<file path="src/rtl/seq_divider_pkg.sv">
// Shared ALU divider definitions: FSM states, default width and latency,
// and the quotient returned for a zero divisor.
package seq_divider_pkg;

    typedef enum logic [1:0] {
        IDLE = 2'd0,
        CALC = 2'd1,
        SIGN = 2'd2
    } div_state_e;

    localparam int WIDTH_DEF   = 32;
    localparam int DIV_LATENCY = WIDTH_DEF + 1;

    localparam logic signed [WIDTH_DEF-1:0] DIV0_QUO = '1;

endpackage

</file>
<file path="src/rtl/seq_divider_div_step.sv">
// One radix-2 restoring division iteration: shift {rem, quo} left by one,
// then subtract the divisor when the shifted remainder is large enough.
module div_step
    import seq_divider_pkg::*;
#(
    parameter int WIDTH = WIDTH_DEF
) (
    input  logic [WIDTH:0]   rem_i,
    input  logic [WIDTH-1:0] quo_i,
    input  logic [WIDTH-1:0] dvsr_i,
    output logic [WIDTH:0]   rem_o,
    output logic [WIDTH-1:0] quo_o
);

    logic [WIDTH+1:0] rem_sh;
    logic [WIDTH-1:0] quo_sh;

    always_comb begin
        rem_sh = {rem_i, quo_i[WIDTH-1]};
        quo_sh = {quo_i[WIDTH-2:0], 1'b0};
        rem_o  = rem_sh[WIDTH:0];
        quo_o  = quo_sh;
        if (rem_sh >= {2'b00, dvsr_i}) begin
            rem_o = (WIDTH+1)'(rem_sh - {2'b00, dvsr_i});
            quo_o = quo_sh | WIDTH'(1);
        end
    end

endmodule

</file>
<file path="src/rtl/seq_divider.sv">
// Iterative signed divider: magnitude restoring division over WIDTH cycles,
// followed by a sign-correction cycle. Quotient truncates toward zero.
module seq_divider
    import seq_divider_pkg::*;
#(
    parameter int WIDTH = WIDTH_DEF
) (
    input  logic             clk,
    input  logic             rst_n,
    input  logic             start,
    input  logic [WIDTH-1:0] src1,
    input  logic [WIDTH-1:0] src2,
    output logic             busy,
    output logic             done,
    output logic [WIDTH-1:0] quoOut,
    output logic [WIDTH-1:0] remOut,
    output logic             divByZero
);

    localparam int CW = $clog2(WIDTH);
    localparam logic [CW-1:0] CNT_LAST = CW'(WIDTH - 1);

    div_state_e       state_q, state_d;
    logic [CW-1:0]    cnt_q, cnt_d;
    logic [WIDTH:0]   rem_q, rem_d;
    logic [WIDTH-1:0] quo_q, quo_d;
    logic [WIDTH-1:0] dvsr_q, dvsr_d;
    logic             qsign_q, qsign_d;
    logic             rsign_q, rsign_d;
    logic [WIDTH-1:0] quo_out_q, quo_out_d;
    logic [WIDTH-1:0] rem_out_q, rem_out_d;
    logic             dbz_q, dbz_d;
    logic             done_q, done_d;

    logic [WIDTH:0]   rem_nx;
    logic [WIDTH-1:0] quo_nx;

    function automatic logic [WIDTH-1:0] cond_neg(input logic [WIDTH-1:0] v,
                                                  input logic             neg);
        return neg ? (~v + WIDTH'(1)) : v;
    endfunction

    div_step #(.WIDTH(WIDTH)) u_step (
        .rem_i  (rem_q),
        .quo_i  (quo_q),
        .dvsr_i (dvsr_q),
        .rem_o  (rem_nx),
        .quo_o  (quo_nx)
    );

    always_comb begin
        state_d   = state_q;
        cnt_d     = cnt_q;
        rem_d     = rem_q;
        quo_d     = quo_q;
        dvsr_d    = dvsr_q;
        qsign_d   = qsign_q;
        rsign_d   = rsign_q;
        quo_out_d = quo_out_q;
        rem_out_d = rem_out_q;
        dbz_d     = dbz_q;
        done_d    = 1'b0;
        case (state_q)
            IDLE: begin
                if (start) begin
                    if (src2 == '0) begin
                        quo_out_d = WIDTH'(DIV0_QUO);
                        rem_out_d = src1;
                        dbz_d     = 1'b1;
                        done_d    = 1'b1;
                    end else begin
                        // quo_q doubles as the dividend shift register
                        quo_d   = cond_neg(src1, src1[WIDTH-1]);
                        dvsr_d  = cond_neg(src2, src2[WIDTH-1]);
                        qsign_d = src1[WIDTH-1] ^ src2[WIDTH-1];
                        rsign_d = src1[WIDTH-1];
                        rem_d   = '0;
                        cnt_d   = '0;
                        state_d = CALC;
                    end
                end
            end
            CALC: begin
                rem_d = rem_nx;
                quo_d = quo_nx;
                cnt_d = cnt_q + 1'b1;
                if (cnt_q == CNT_LAST) state_d = SIGN;
            end
            SIGN: begin
                quo_out_d = cond_neg(quo_q, qsign_q);
                rem_out_d = cond_neg(rem_q[WIDTH-1:0], rsign_q);
                dbz_d     = 1'b0;
                done_d    = 1'b1;
                state_d   = IDLE;
            end
            default: state_d = IDLE;
        endcase
    end

    always_ff @(posedge clk or negedge rst_n) begin
        if (!rst_n) begin
            state_q   <= IDLE;
            cnt_q     <= '0;
            rem_q     <= '0;
            quo_q     <= '0;
            dvsr_q    <= '0;
            qsign_q   <= 1'b0;
            rsign_q   <= 1'b0;
            quo_out_q <= '0;
            rem_out_q <= '0;
            dbz_q     <= 1'b0;
            done_q    <= 1'b0;
        end else begin
            state_q   <= state_d;
            cnt_q     <= cnt_d;
            rem_q     <= rem_d;
            quo_q     <= quo_d;
            dvsr_q    <= dvsr_d;
            qsign_q   <= qsign_d;
            rsign_q   <= rsign_d;
            quo_out_q <= quo_out_d;
            rem_out_q <= rem_out_d;
            dbz_q     <= dbz_d;
            done_q    <= done_d;
        end
    end

    assign busy      = (state_q != IDLE);
    assign done      = done_q;
    assign quoOut    = quo_out_q;
    assign remOut    = rem_out_q;
    assign divByZero = dbz_q;

endmodule

</file>
<file path="config.mk">
export PLATFORM = sky130hd
export DESIGN_NAME = seq_divider
export DESIGN_NICKNAME = d
export VERILOG_FILES = /design/src/rtl/seq_divider_pkg.sv /design/src/rtl/seq_divider_div_step.sv /design/src/rtl/seq_divider.sv
export SDC_FILE = /design/constraint.sdc
export NUM_CORES = 1
export LEC_CHECK = 0
export CORE_MARGIN = 2
export CORE_UTILIZATION = 57
export CTS_CLUSTER_SIZE = 30
export DETAILED_ROUTE_END_ITERATION = 8
export GPL_TIMING_DRIVEN = 0
export PLACE_DENSITY = 0.86
export SLEW_MARGIN = 20
export SYNTH_ARGS = -nofsm -noshare
export SYNTH_HDL_FRONTEND = slang
export SYNTH_SLANG_ARGS = --single-unit
</file>
<file path="constraint.sdc">
create_clock -name clk -period 3.9 [get_ports clk]
set_input_delay 0.585 -clock clk [delete_from_list [all_inputs] [get_ports clk]]
set_output_delay 0.585 -clock clk [all_outputs]
set_load 0.02 [all_outputs]
</file>
Word-level counts from Yosys, hierarchy flattened
Index checks and enable logic that the tools add are counted.
{"block": "op_classes", "add_sub_neg": 6, "n_reduce_logical": 9, "eq_ne": 7, "n_lt_le_gt_ge": 1, "bitwise": 6, "muxes": 31}
{"op": "32-bit 2-to-1 mux", "count": 10}
{"op": "32-bit one-hot mux with 2 select lines", "count": 3}
{"op": "32-bit by 1-bit adder with 32-bit output, second input constant", "count": 4}
{"op": "32-bit inverter", "count": 4}
{"op": "33-bit 2-to-1 mux", "count": 3}
{"op": "33-bit one-hot mux with 2 select lines", "count": 1}
{"op": "34-bit by 32-bit >= comparator with 1-bit output", "count": 1}
{"op": "33-bit by 32-bit subtractor with 33-bit output", "count": 1}
{"op": "32-bit logical NOT", "count": 1}
{"op": "3-bit AND reduction", "count": 4}
{"op": "5-bit 2-to-1 mux", "count": 2}
{"op": "5-bit one-hot mux with 2 select lines", "count": 1}
{"op": "2-bit inequality test, second input constant", "count": 4}
{"op": "2-bit 2-to-1 mux", "count": 3}
{"op": "2-bit nonzero test", "count": 3}
{"op": "5-bit by 1-bit adder with 5-bit output, second input constant", "count": 1}
{"op": "5-bit == test, second input constant", "count": 1}
{"op": "1-bit 2-to-1 mux", "count": 5}
{"op": "1-bit one-hot mux with 2 select lines", "count": 2}
{"op": "2-bit one-hot mux with 2 select lines", "count": 1}
{"op": "2-bit by 1-bit == test with 1-bit output, second input constant", "count": 1}
{"op": "2-bit == test, second input constant", "count": 1}
{"op": "2-bit logical NOT", "count": 1}
{"op": "1-bit inverter", "count": 1}
{"op": "1-bit bitwise XOR", "count": 1}
{"block": "totals", "regBits": 172, "wordCells": 71, "out_inout_bits": 67, "input_bits": 67}

Longest topological paths before layout
{"block": "logic_depth", "depth_word": 6, "depth_mapped": 14, "depth_no_buf": 12}

Hierarchy
From an unflattened synthesis, not the netlist that was laid out.
{"block": "unflattened", "cells_unflattened": 1437, "hier_area_um2": 12197.9}
{"module": "seq_divider", "area_per_inst_um2": 9653.0, "cells_per_inst": 1040, "n_inst": 1}
{"module": "div_step", "area_per_inst_um2": 2544.9, "cells_per_inst": 397, "n_inst": 1}

Worst setup path before layout
No wires, ideal clock.
{"block": "synth_path", "path_kind": "input to register", "startpoint": "in src1[8]", "endpoint": "reg quo_q[27]", "path_stages": 8, "n_path_buf": 0, "arrival_ps": 3031, "path_slack_ps": 734, "setup_ps": 135, "required_ps": 3765, "path_cell_list": "or4_4 -> or4_1 -> or2_1 -> or3_4 -> or4_4 -> o31ai_1 -> xor2_1 -> o21ai_0"}
{"block": "synth_between", "elab_chain_len": 6}
{"element": "start: declaration", "line": "seq_divider.sv:11", "rtl": "input logic [WIDTH-1:0] src1,"}
{"element": "32-bit inverter", "line": "seq_divider.sv:40", "rtl": "return neg ? (~v + WIDTH'(1)) : v;"}
{"element": "32-bit by 1-bit adder with 32-bit output", "line": "seq_divider.sv:40"}
{"element": "32-bit 2-to-1 mux", "line": "seq_divider.sv:40"}
{"element": "32-bit 2-to-1 mux", "line": "seq_divider.sv:66", "rtl": "if (src2 == '0) begin"}
{"element": "32-bit 2-to-1 mux", "line": "seq_divider.sv:65", "rtl": "if (start) begin"}
{"element": "32-bit one-hot mux with 2 select lines", "line": "seq_divider.sv:63", "rtl": "case (state_q)"}
{"element": "end signal: assignment", "line": "seq_divider.sv:117", "rtl": "quo_q <= quo_d;"}
{"element": "end: declaration", "line": "seq_divider.sv:26", "rtl": "logic [WIDTH-1:0] quo_q, quo_d;"}
Every way passes these cells. The select of a mux whose other input is x is not followed.
A chain may end at the register's enable or synchronous reset.

Final worst setup path
{"block": "layout_path", "startpoint": "reg rem_q[14]", "endpoint": "reg rem_q[22]"}
{"block": "layout_between", "elab_chain_len": 3}
{"element": "start: declaration", "line": "seq_divider.sv:25", "rtl": "logic [WIDTH:0] rem_q, rem_d;"}
{"element": "start signal: assignment", "line": "seq_divider.sv:116", "rtl": "rem_q <= rem_d;"}
{"element": "33-bit by 32-bit subtractor with 33-bit output / 34-bit by 32-bit >= comparator with 1-bit output (equally long branches)", "line": "seq_divider_div_step.sv:24, seq_divider_div_step.sv:23"}
{"element": "33-bit 2-to-1 mux *", "line": "seq_divider_div_step.sv:23", "rtl": "if (rem_sh >= {2'b00, dvsr_i}) begin"}
{"element": "33-bit one-hot mux with 2 select lines *", "line": "seq_divider.sv:63"}
Every way passes the cells marked *; elsewhere a longest branch is shown, timed or not.

==> run summary <==
The cell type with the largest total area after synthesis is sky130_fd_sc_hd__dfrtp_1. The cell area after technology mapping was 11400 um2; the post-route worst setup slack was 0.0993 ns. The run finished with clean final reports. The tools report the post-placement worst setup slack as -1.15 ns. From synthesis to final layout, the design area changed by 20.1%.

The tools report the distinct cell type count after synthesis as 66. The maximum number of pins on one net before global-route repair was 93; the number of antenna diodes was 0. For this block, the routed nets add up to 33400 um of wire.

Overall power consumption after layout is estimated at 0.0119 W. Layer carrying the most global-route usage: met2. The congestion estimate from routability-driven global placement came to 0.970. The DRC marker count from the first detailed-route iteration was 1008; the fraction of registers with async set/reset was 100%. The most used flip-flop cell after synthesis is sky130_fd_sc_hd__dfrtp_1. The number of buffers created by CTS was 17. At the pin with the least slew margin, the transition time is 0.863 ns. The boundary pin count was 134; the first-pass GRT wire length was 54000 um.

The worst hold slack is 0.118 ns. Counting every sink on the clock net gives 172. The fraction of layout instances using a drive strength above 1 works out to 4.66%.

The met2 usage in global routing came out at 56.0%. The type of destination of the critical path was a register. The die area came out at 21200 um2. Number of global-route vias before repair: 10600.

Counting every net in the synthesized netlist gives 1466. Of all nets on the critical path, the largest fanout is 10. STA classifies the critical path startpoint as a register. The all-layer global routing usage was 31.7%; the power per unit of standard cell area was 864 nW/um2. Dividing the detail-routed wire length by the instance count gives 18.7 um. The logs give 51 for the number of rows created at floorplan and 5.71 nW for the standby leakage power.

The achievable clock frequency is 263 MHz. The worst-case clock skew was 0.00654 ns. The max-cap violation count is 0.

In this run the vertical extent of the chip is 146 um. The final critical delay including setup and external delays is 3.80 ns. Using the TritonRoute via totals, the vias-per-cell ratio works out to 6.14. The sum of overflow across all layers after global routing came out at 0.

In this run the worst hold path is classified as in2async. For the worst flop-to-flop path, the logic depth is 11. Summed over its instances, the top area cell type makes up 37.6% of the synthesized netlist area. The count of unresolved DRC violations after routing is 0, and the data required time of the worst path is 4.20 ns.

The number of enable-type register cells in the synthesized netlist is 0, and the count of endpoints failing setup in the final report is 0. The initial cell density of the core is 58.4%. The post-route setup TNS is 0 ns, and the clock latency on the worst-skew pair is 0.44 ns. CTS built an H-tree with a depth of 4.

CTS placed an instance of sky130_fd_sc_hd__clkbuf_16 at the clock tree root. The mean area per synthesized cell is 8.41 um2, and the number of buffers between clock root and the deepest sink is 2. TritonCTS built the clock tree. Worst-case vdd ir drop: 0.000403 V.

Setup repair after global routing left no endpoint under its margin. The logs give 0 for the number of warnings issued by yosys and 42.2% for the worst max-slew margin expressed relative to the limit. The tools report the number of hold violations in the final report as 0.

Clock transition at the registers of the reported paths: 0.07 ns. Data arrives at the worst endpoint at 4.10 ns. The run gives 11000 as the via count.

The worst setup path is of the reg2reg kind. The pre-antenna-repair detailed-routing pass consisted of 5 iterations. After synthesis, flip-flops and latches occupy 37.6% of the total area. The number of antenna violations at the first check in global routing came out at 0. After synthesis, the cell types taking the most area are sky130_fd_sc_hd__dfrtp_1 (38%), sky130_fd_sc_hd__o21ai_0 (7.8%), sky130_fd_sc_hd__nand2_1 (6.7%), sky130_fd_sc_hd__xnor2_1 (5.7%), sky130_fd_sc_hd__xor2_1 (5.6%).

Global routing used 4.36% of the available met3 tracks. The floorplan die width came out at 146 um. Endpoint of the worst register-to-register path: rem_q[22]$_DFFE_PN0P_. The residual antenna-violating net count after detailed routing was 0; the final layout net count was 1618. The logs give 0 for the final number of max-transition violations and 25800 um for the half-perimeter wire length after placement.

Share of the clock period used by the worst path: 97.5%. The total core area is 19600 um2. The tools report the flop-to-flop setup slack as 0.1 ns. The number of port buffers came out at 132.

Worst flop-to-flop path startpoint: rem_q[14]$_DFFE_PN0P_. Counting flops and latches in the post-synthesis netlist gives 172. The tools report the synthesized instance count as 1360. In the global route stage, met1 resource usage came out at 38.7%.
## per-layer routing
metal / routed length [um] / up-vias
met2: 16700 / 495
met4: 1160 / 0
met1: 13100 / 5197
met5: 0 / -
li1: - / 5203
met3: 2400 / 89
## area by class of cell
class	count	area, um2
plain buffers	83	338
clock buffers	19	443
clock inverters	13	133
fillers	1560	5850
inverters	53	199
multi-input cells	1051	6630
flip-flops and latches	172	4300
well taps	265	332
repair buffers	134	1360
## Yosys cell counts (all sizes together), types with 2 or more instances
cell type and instances:
o211a 2, o21ai 179, a32oi 9, and3 8
nand3b 6, o311ai 4, or4 19, and2 4
nand2b 6, buf 16, nor4 8, o211ai 3
nand4 12, clkbuf 68, o221ai 3, ha 38
a21o 15, nor2b 9, inv 53, xor2 73
a22o 2, xnor2 75, a311oi 2, a221o 11
o21a 3, or3 22, o21bai 5, or2 7
dfrtp 172, mux2i 19, a21oi 66, nor3b 2
nor3 22, a31oi 40, o41ai 16, a211oi 3
a21boi 4, nand2 204, nor2 66, a22oi 19
nand3 14, o31ai 36
## cells by family after synthesis
logic type	synth area share (%)
AO/OA/AOI/OAI	23.5
AND/OR/NAND/NOR	17.0
flip-flops	37.6
XOR/XNOR	11.3
buffers and inverters	4.64
adder cells (fa/ha/maj)	4.33
multiplexers	1.66
## timing repair
item | 4_1_cts | 5_1_grt
resized for setup | 9 | 7
cloned | 0 | 0
setup endpoints to repair | 146 | 122
buffers inserted | 1 | 0
pin swaps | 1 | 0
hold buffers | 0 | 0
## critical path, stage by stage (launching register included)
cell and delay [ns]:
sky130_fd_sc_hd__dfrtp_1 0.50, sky130_fd_sc_hd__ha_1 0.34, sky130_fd_sc_hd__clkbuf_1 0.31, sky130_fd_sc_hd__nand4_1 0.29, sky130_fd_sc_hd__nor4_1 0.48, sky130_fd_sc_hd__a21oi_1 0.15
sky130_fd_sc_hd__o211a_1 0.23, sky130_fd_sc_hd__clkbuf_1 0.25, sky130_fd_sc_hd__nand2_1 0.36, sky130_fd_sc_hd__clkbuf_2 0.39, sky130_fd_sc_hd__mux2i_1 0.25, sky130_fd_sc_hd__o21ai_0 0.09
## worst max-delay path by stage
stage                                     start                     end  slack, ns
after CTS                               src2[6]  remOut[28]$_DFFE_PN0P_     0.0004
after global placement                    rst_n   rem_q[27]$_DFFE_PN0P_      -4.48
after floorplan                         src1[8]   quo_q[27]$_DFFE_PN0P_       0.73
after detailed placement                src2[6]   quo_q[23]$_DFFE_PN0P_      -1.15
final                     rem_q[14]$_DFFE_PN0P_   rem_q[22]$_DFFE_PN0P_        0.1
after global routing      rem_q[22]$_DFFE_PN0P_   rem_q[22]$_DFFE_PN0P_      0.009
## cells in the final DEF, fill, tap and decap left out, drive strengths merged, types with 9 or more instances in the layout
| master | n |
|---|---|
| a21o | 15 |
| a21oi | 66 |
| a221o | 11 |
| a22oi | 19 |
| a31oi | 40 |
| a32oi | 9 |
| buf | 19 |
| clkbuf | 86 |
| clkdlybuf4s50 | 131 |
| dfrtp | 172 |
| ha | 38 |
| inv | 57 |
| mux2i | 19 |
| nand2 | 204 |
| nand3 | 14 |
| nand4 | 12 |
| nor2 | 66 |
| nor2b | 9 |
| nor3 | 22 |
| o21ai | 179 |
| o31ai | 36 |
| o41ai | 16 |
| or3 | 22 |
| or4 | 19 |
| xnor2 | 75 |
| xor2 | 73 |
## flip-flops by register name (all words and copies together) (netlist names), 2 cells and up
register and cells:
rem_q 33, state_q 2, quoOut 32, remOut 32, dvsr_q 32, quo_q 32, cnt_q 5
## through the flow
stage,instances,util (%),cell area [um2]
6_report,1790,70.1,13700
5_1_grt,1790,70.1,13700
4_1_cts,1791,70.1,13700
3_5_place_dp,1758,67.0,13100
3_3_place_gp,1757,66.8,13100
2_1_floorplan,1360,-,11400
## power breakdown
group / total, W / leakage (nW) / internal [W] / switching (W)
combinational: 0.00695 / 3.33 / 0.00291 / 0.00404
sequential: 0.00325 / 2.10 / 0.00248 / 0.000770
clock: 0.00167 / 0.275 / 0.000909 / 0.000758
total: 0.0119 / 5.71 / 0.00630 / 0.00557
Note: power is estimated with default switching activity, not from simulation.
